[src/rtl/lsu_bus_if.sv]
// lsu_bus_if: load/store unit bridging decoder memory ops onto a req/ack word bus
module lsu_bus_if #(
  parameter int TIMEOUT = 16,
  parameter int CNT_W   = 5
) (
  input  logic        clk,
  input  logic        rst_n,
  input  logic        lsu_req,
  input  logic        mem_we,
  input  logic [2:0]  mem_ctrl,
  input  logic [31:0] addr,
  input  logic [31:0] wdata,
  output logic        stall,
  output logic        done,
  output logic [31:0] rdata,
  output logic        misalign,
  output logic        bus_err,
  output logic        bus_req,
  output logic        bus_we,
  output logic [31:0] bus_addr,
  output logic [3:0]  bus_be,
  output logic [31:0] bus_wdata,
  input  logic        bus_ack,
  input  logic [31:0] bus_rdata
);
  typedef enum logic [1:0] {IDLE, BUS, DONE} state_t;
  state_t state, state_nx;
  logic [CNT_W-1:0] cnt;
  logic is_w, is_hw, mis, start, expire;
  logic ld_w, ld_hw, ld_u;
  logic [1:0] off;
  logic [7:0] byte_s;
  logic [15:0] half_s;
  logic [31:0] fmt;
  // mem_ctrl bit 1 marks word (including the undefined 3/6/7 codes), bit 0 alone marks halfword
  assign is_w   = mem_ctrl[1];
  assign is_hw  = ~mem_ctrl[1] & mem_ctrl[0];
  assign mis    = (is_hw & addr[0]) | (is_w & |addr[1:0]);
  assign start  = (state == IDLE) & lsu_req;
  assign expire = cnt == CNT_W'(TIMEOUT - 1);
  // reset gates stall so the core sees no hold while rst_n is low
  assign stall   = rst_n & (start | (state == BUS));
  assign done    = state == DONE;
  assign bus_req = state == BUS;
  assign byte_s = 8'(bus_rdata >> {off, 3'b000});
  assign half_s = 16'(bus_rdata >> {off[1], 4'b0000});
  assign fmt = ld_w ? bus_rdata :
               ld_hw ? {{16{~ld_u & half_s[15]}}, half_s} :
               {{24{~ld_u & byte_s[7]}}, byte_s};
  // state register
  always_ff @(posedge clk or negedge rst_n)
    if (!rst_n) state <= IDLE;
    else state <= state_nx;
  // next state: misaligned requests skip the bus, bus waits for ack or timeout
  always_comb begin
    state_nx = state;
    if (start) state_nx = mis ? DONE : BUS;
    else if (state == BUS && (bus_ack || expire)) state_nx = DONE;
    else if (state == DONE) state_nx = IDLE;
  end
  // request latch, timeout counter, load capture and status flags
  always_ff @(posedge clk or negedge rst_n)
    if (!rst_n) begin
      cnt       <= '0;
      rdata     <= '0;
      misalign  <= 1'b0;
      bus_err   <= 1'b0;
      bus_we    <= 1'b0;
      bus_addr  <= '0;
      bus_be    <= '0;
      bus_wdata <= '0;
      ld_w      <= 1'b0;
      ld_hw     <= 1'b0;
      ld_u      <= 1'b0;
      off       <= '0;
    end else if (start) begin
      misalign <= mis;
      if (!mis) begin
        cnt       <= '0;
        bus_we    <= mem_we;
        bus_addr  <= {addr[31:2], 2'b00};
        bus_be    <= is_w ? 4'b1111 : is_hw ? (addr[1] ? 4'b1100 : 4'b0011) : 4'b0001 << addr[1:0];
        bus_wdata <= is_w ? wdata : is_hw ? {2{wdata[15:0]}} : {4{wdata[7:0]}};
        ld_w      <= is_w;
        ld_hw     <= is_hw;
        ld_u      <= mem_ctrl[2];
        off       <= addr[1:0];
      end
    end else if (state == BUS) begin
      if (bus_ack) begin
        if (!bus_we) rdata <= fmt;
      end else if (expire) bus_err <= 1'b1;
      else cnt <= cnt + 1'b1;
    end else if (state == DONE) begin
      misalign <= 1'b0;
      bus_err  <= 1'b0;
    end
endmodule

[config.mk]
export PLATFORM = sky130hd
export DESIGN_NAME = lsu_bus_if
export DESIGN_NICKNAME = d
export VERILOG_FILES = /design/src/rtl/lsu_bus_if.sv
export SDC_FILE = /design/constraint.sdc
export NUM_CORES = 1
export LEC_CHECK = 0
export CORE_MARGIN = 1.5
export CORE_UTILIZATION = 45
export CTS_BUF_LIST = sky130_fd_sc_hd__clkbuf_16
export CTS_CLUSTER_DIAMETER = 100
export DETAILED_ROUTE_END_ITERATION = 12
export PLACE_DENSITY_LB_ADDON = 0.05
export SLEW_MARGIN = 20
export SYNTH_ARGS = -nofsm -noshare
export SYNTH_HDL_FRONTEND = slang
export SYNTH_SLANG_ARGS = --single-unit
[constraint.sdc]
create_clock -name clk -period 4.3 [get_ports clk]
set_input_delay 0.86 -clock clk [delete_from_list [all_inputs] [get_ports clk]]
set_output_delay 0.86 -clock clk [all_outputs]
set_load 0.02 [all_outputs]
==> results of run 1 <==
==> kinds of logic after synthesis <==
group / synth area share, %
other cells: 0.07035
simple gates: 19.98
flops: 53.05
compound gates: 13.71
buf+inv: 4.671
fa+ha+maj: 1.174
mux: 7.183
xor+xnor: 0.1643
==> per-stage QoR <==
step | util [%] | power (mW)
finish | 69.92 | 5.962
floorplan | - | 3.336
CTS | 69.89 | 6.009
global route | 69.92 | 6.316
global placement | 65.04 | 4.562
detailed placement | 65.04 | 4.636
==> registers in the layout (all words and copies together) (netlist names) <==
signal,cells
rdata,32
bus_err,1
bus_we,1
state,2
bus_wdata,32
off,2
ld_hw,1
ld_u,1
bus_addr,30
cnt,5
misalign,1
bus_be,4
ld_w,1
==> worst max-delay path by stage <==
stage / startpoint / end / slack, ps / cells past startpoint
finish: lsu_req / stall / 970 / 4
global route: lsu_req / stall / 870 / 4
CTS: lsu_req / stall / 960 / 4
detailed placement: lsu_req / stall / 970 / 4
global placement: lsu_req / stall / 1000 / 4
floorplan: lsu_req / stall / 1890 / 2
==> power breakdown <==
part	switching (mW)	internal (mW)	leakage, nW
clock	0.461	0.882	0.284
sequential	0.330	1.56	1.40
combinational	1.47	1.26	2.06
==> layout make-up <==
class	count	area, sq um	area share, %
flip-flops and latches	113	2828	35.27
multi-input cells	420	2258	28.17
repair buffers	215	2133	26.61
clock buffers	17	425.4	5.306
well taps	143	178.9	2.232
clock inverters	13	130.1	1.623
inverters	17	63.81	0.7959
==> layer usage <==
| layer | wire, um | global-route usage [%] | vias to the layer above | share of wire, % |
|---|---|---|---|---|
| li1 | - | - | 2346 | - |
| met2 | 7461 | 41.46 | 181 | 49 |
| met3 | 1254 | 8.764 | 24 | 8.2 |
| met4 | 309 | 10.46 | 0 | 2.0 |
| met1 | 6229 | 30.63 | 2370 | 41 |
| met5 | 0 | 0 | - | 0 |
==> synthesized netlist by cell type, drive strengths merged <==
| cell type | instances | area share, % |
|---|---|---|
| nor4b | 1 | 0.45 |
| nor2 | 33 | 2.4 |
| dfrtp | 113 | 53 |
| a31oi | 1 | 0.12 |
| buf | 26 | 2.6 |
| nand4b | 1 | 0.28 |
| or3 | 1 | 0.12 |
| nand3 | 12 | 1.1 |
| o31ai | 2 | 0.28 |
| o21ai | 50 | 4.7 |
| and3b | 8 | 1.3 |
| a211o | 9 | 1.5 |
| a21boi | 1 | 0.14 |
| conb | 1 | 0.070 |
| a21o | 8 | 1.1 |
| mux2 | 8 | 1.7 |
| inv | 17 | 1.2 |
| a21oi | 43 | 4.3 |
| and3 | 1 | 0.12 |
| or2 | 1 | 0.12 |
| nand2b | 3 | 0.35 |
| xor2 | 1 | 0.16 |
| mux4 | 1 | 0.42 |
| clkbuf | 12 | 0.85 |
| nand2 | 190 | 13 |
| ha | 5 | 1.2 |
| nor2b | 1 | 0.12 |
| a221oi | 8 | 1.5 |
| mux2i | 27 | 5.1 |
| nand4 | 2 | 0.23 |
==> worst reg2reg max path: stages, from the launching register on <==
cell      delay [ps]
dfrtp_1          350
inv_1             80
ha_1             240
nand2_1          250
nand4b_2         460
a21oi_2          730
a21oi_1          150
==> reports/metrics.cfg, run 1 <==
[run_status]
outcome = completed

[finish]
layout_commonest_cell = clkdlybuf4s50_1
finalInstanceArea_sq_um = 8018
fillers = 940
syn2layout_area_growth_pct = 50.42
layout_common_cells = 206 x clkdlybuf4s50_1, 190 x nand2_1, 113 x dfrtp_1, 47 x o21ai_0, 41 x a21oi_1
antenna_cells = 0
nets = 893
final_cells = 938
drive_gt1_share_pct = 6.164

[die]
die_width_um = 111.8
pin_count = 210
die_height_um = 111.8
rows = 39
core_sq_um = 11470
dieArea_sq_um = 12510
initial_utilization_pct = 46.48

[timing]
whs_ps = 410.7
finalSetupTns_ps = 0
fmax_ghz = 0.3004
fin_crit_ps = 3329
max_slew_margin_pct = 39.87
finalCritPeriodShare_pct = 77.42
hold_violations = 0
slew_viol_final = 0
finalClockSkew_ps = 8.121
setup_viol = 0
tightest_slew_ps = 901.9
fin_ws_ps = 970.8
rsz0062_at_grt = no

[place]
dp_hpwl_um = 10520
dp_cells = 908
gp_congestion = 0.8490
placed_area_sq_um = 7458
pre_cts_slack_ps = 971.5
numPortBuffers = 207

[pwr]
power_density_nw_per_um2 = 743.6
irDropWorstVdd_mv = 0.4374
p_leak_nw = 3.739

[yosys]
yosys_warnings = 0
synthCells = 587
avgSynthCellArea_sq_um = 9.080
yosys_register_bits = 113
synth_seq_area_share_pct = 53.05
synth_area_sq_um = 5330
synth.distinct_cells = 37

[detailed_routing]
wire_per_inst_um = 16.26
vias = 4921
drt_first_pass_iters = 6
wl_um = 15250
via_per_inst = 5.246
ant_nets = 0
drt_iter0_markers = 273
drc = 0

[global_route]
grt.total_usage_pct = 25.33
grt_max_degree = 81
antenna_found_initial = 0
grt_pass1_vias = 5049
grt_pass1_wl_um = 25010
overflow = 0

[setup_path]
start_kind = input pin
r2r_setup_slack_ps = 1900
r2r_start = state[0]$_DFFE_PN0P_
arrival_ps = 2470
endpoint_kind = output port
cpMaxStageDelayCell = clkdlybuf4s50_1
worstSetupPathType = in2out
critPathMaxStageDelay_ps = 650
r2r-end = rdata[30]$_DFFE_PN0P_
cp_num_buf_inv = 2
worst_ep_required_time_ps = 3440
crit_fanout = 9
path_common_cell = clkdlybuf4s50_1
r2r_cells = 6
path_delay_family = buffers and inverters
crit_chain = clkdlybuf4s50_1 -> nand2_1 -> a21boi_0 -> clkdlybuf4s50_1

[clock_tree]
ctsHoldBuffers = 0
clkTransAtPathRegs_ps = 50
cts_buffers = 17
postCtsSetupRepairBufs = 0
htreeDepth = 4
ctsResizeCount = 0
clock_path_buffers = 2
cts_tree = yes
worstSkewPairLatency_ps = 410
cts_sinks = 113
cts-root-buf = clkbuf_16

[job]
maxCapViolCount = 0

[hold_path]
worstHoldPathType = in2async

(Power assumes the default switching activity.)
==> run 2: changes to the inputs <==
--- a/config.mk
+++ b/config.mk
@@ -6,7 +6,7 @@
 export NUM_CORES = 1
 export LEC_CHECK = 0
 export CORE_MARGIN = 1.5
-export CORE_UTILIZATION = 45
+export CORE_UTILIZATION = 40
 export CTS_BUF_LIST = sky130_fd_sc_hd__clkbuf_16
 export CTS_CLUSTER_DIAMETER = 100
 export DETAILED_ROUTE_END_ITERATION = 12
==> constraint.sdc (replaced) <==
create_clock -name clk -period 2.95 [get_ports clk]
set_input_delay 0.59 -clock clk [delete_from_list [all_inputs] [get_ports clk]]
set_output_delay 0.59 -clock clk [all_outputs]
set_load 0.02 [all_outputs]
==> run 2 against run 1 <==
Net effect: design area up 0.50%; setup slack got worse by 790 ps; clock-buffer cell count did not move; sequential cell count did not move; sequential power rose by 48%; first-iteration DRC count rose by 1.5%; critical path depth increased by 1; register-to-register slack got worse by 1000 ps.
==> reports/metrics.cfg, run 2 (same netlist as run 1, synthesis figures left out) <==
[timing]
fin_ws_ps = 181.7  ; was 970.8 ps
fmax_ghz = 0.3612
setup_viol = 0  ; unchanged
max_slew_margin_pct = 38.17  ; was 39.87%
rsz0062_at_grt = no  ; unchanged
hold_violations = 0  ; unchanged
fin_crit_ps = 2768
finalClockSkew_ps = 4.815  ; was 8.121 ps
slew_viol_final = 0  ; unchanged
finalSetupTns_ps = 0  ; unchanged
tightest_slew_ps = 927.4  ; was 901.9 ps
finalCritPeriodShare_pct = 93.84

[job]
maxCapViolCount = 0  ; unchanged

[finish]
layout_commonest_cell = clkdlybuf4s50_1  ; unchanged
reg.largest.list = bus_wdata x32, rdata x32, bus_addr x30  ; unchanged
nets = 898  ; was 893
antenna_cells = 0  ; unchanged
fillers = 1111  ; was 940
drive_gt1_share_pct = 6.484  ; was 6.164%
layout_common_cells = 206 x clkdlybuf4s50_1, 190 x nand2_1, 113 x dfrtp_1, 47 x o21ai_0, 41 x a21oi_1  ; unchanged
syn2layout_area_growth_pct = 51.17  ; was 50.42%

[pwr]
irDropWorstVdd_mv = 0.5860  ; was 0.4374 mV
p_leak_nw = 3.746  ; was 3.739 nW
internal_power_mw = 5.239  ; was 3.699 mW
power_density_nw_per_um2 = 1059  ; was 743.6 nW/um^2
power_frac_clock_pct = 20.9  ; was 22.5%
p_seq_share_pct = 32.8  ; was 31.6%
p_comb_share_pct = 46.3  ; was 45.8%
p_switching_mw = 3.290  ; was 2.263 mW
p_sw_share_pct = 38.58  ; was 37.96%

[place]
pre_cts_slack_ps = 305.4  ; was 971.5 ps
gp_congestion = 0.8027  ; was 0.8490
dp_hpwl_um = 10640  ; was 10520 um
numPortBuffers = 207  ; unchanged

[die]
rows = 41  ; was 39
initial_utilization_pct = 41.56  ; was 46.48%
die_width_um = 118.4  ; was 111.8 um
core_sq_um = 12820  ; was 11470 sq um
pin_count = 210  ; unchanged
die_height_um = 118.4  ; was 111.8 um
dieArea_sq_um = 14030  ; was 12510 sq um

[hold_path]
worstHoldPathType = in2async  ; unchanged

[setup_path]
arrival_ps = 2180  ; was 2470 ps
worst_ep_required_time_ps = 2360  ; was 3440 ps
critPathMaxStageDelay_ps = 630  ; was 650 ps
path_delay_family = buffers and inverters  ; unchanged
cp_num_buf_inv = 3  ; was 2
path_common_cell = inv_1  ; was clkdlybuf4s50_1
r2r_setup_slack_ps = 900  ; was 1900 ps
cpMaxStageDelayCell = clkdlybuf4s50_1  ; unchanged
crit_chain = inv_1 -> ha_1 -> inv_1 -> a21boi_0 -> clkdlybuf4s50_1  ; was clkdlybuf4s50_1 -> nand2_1 -> a21boi_0 -> clkdlybuf4s50_1
endpoint_kind = output port  ; unchanged
start_kind = register  ; was input pin
crit_fanout = 7  ; was 9
worstSetupPathType = reg2out  ; was in2out

[clock_tree]
ctsResizeCount = 0  ; unchanged
worstSkewPairLatency_ps = 410  ; about the same
cts_buffers = 17  ; unchanged
cts-root-buf = clkbuf_16  ; unchanged
cts_tree = yes  ; unchanged
clkTransAtPathRegs_ps = 50  ; about the same
clock_path_buffers = 2  ; unchanged
htreeDepth = 4  ; unchanged
ctsHoldBuffers = 0  ; unchanged
postCtsSetupRepairBufs = 0  ; unchanged
cts_sinks = 113  ; unchanged

[detailed_routing]
wire_per_inst_um = 15.63  ; was 16.26 um
drt_first_pass_iters = 4  ; was 6
wl_um = 15220  ; was 15250 um
via_per_inst = 4.995  ; was 5.246
drc = 0  ; unchanged
vias = 4865  ; was 4921
ant_nets = 0  ; unchanged
drt_iter0_markers = 277  ; was 273

[global_route]
grt-busiest-layer = met2  ; unchanged
grt_use_met1_pct = 28.14  ; was 30.63%
grt.total_usage_pct = 22.74  ; was 25.33%
use_met2_pct = 36.30  ; was 41.46%
grt_pass1_wl_um = 25080  ; was 25010 um
antenna_found_initial = 0  ; unchanged
grt_pass1_vias = 4825  ; was 5049
overflow = 0  ; unchanged
met3_usage_pct = 8.784  ; was 8.764%
grt_max_degree = 85  ; was 81

[run_status]
outcome = completed  ; unchanged

==> run 2: cell count changes in the layout (fill, tap and decap cells not counted) <==
cell / previous run / this run
buf_4: 8 / 13
inv_1: 20 / 22
buf_6: 1 / 0
clkinvlp_4: 0 / 1
bufinv_16: 3 / 1
clkinv_1: 5 / 7
clkinv_2: 2 / 1
buf_12: 0 / 1
==> run 2: worst paths after layout <==
check / startpoint / to / depth (start not counted)
setup / recovery: state[1]$_DFFE_PN0P_ / stall / 5
hold / removal: rst_n / rdata[25]$_DFFE_PN0P_ / 2
setup reg to reg: cnt[0]$_DFFE_PN0P_ / cnt[3]$_DFFE_PN0P_ / 7
hold reg to reg: bus_wdata[4]$_DFFE_PN0P_ / bus_wdata[4]$_DFFE_PN0P_ / 2
max in group asynchronous: rst_n / bus_addr[21]$_DFFE_PN0P_ / 3
min in group clk: bus_wdata[4]$_DFFE_PN0P_ / bus_wdata[4]$_DFFE_PN0P_ / 2
==> run 2: stage by stage <==
stage	instances	cell area (sq um)	util, %	hold slack (ps)	power (mW)
2_1_floorplan	588	5334	-	294.4	4.863
3_3_place_gp	942	7545	58.83	456.3	6.696
3_5_place_dp	942	7545	58.83	461.9	6.786
4_1_cts	974	8058	62.83	293.0	8.620
5_1_grt	974	8058	62.83	322.7	9.092
6_report	974	8058	62.83	281.2	8.529
==> run 2: power groups by stage <==
stage / Combinational (mW) / Clock, mW / Sequential [mW]
floorplan: 1.40 / 0 / 3.46
global placement: 3.92 / 0 / 2.78
detailed placement: 3.98 / 0 / 2.81
CTS: 3.99 / 1.83 / 2.80
global route: 4.28 / 1.90 / 2.91
finish: 3.95 / 1.78 / 2.80
==> run 2: worst reg2reg max path, cell delays in order, from the launching register on <==
cell     delay (ps)
dfrtp_1         410
ha_1            220
and3_1          150
ha_1            210
nor2_1          180
nand3_1         230
or3_1           400
a21oi_1         170
==> run 2: routing by layer <==
metal	routed length, um	share of wire [%]
met1	6447	42
met2	7329	48
met3	1191	7.8
met4	256	1.7
met5	0	0
==> run 2: layout make-up <==
type                       count  area [sq um]  area share (%)
clock buffer                  17         425.4           5.280
inverter                      17         63.81          0.7919
sequential                   113          2828           35.09
timing repair buffer         220          2180           27.05
multi-input combinational    420          2258           28.03
clock inverter                15         87.58           1.087
tap                          172         215.2           2.671
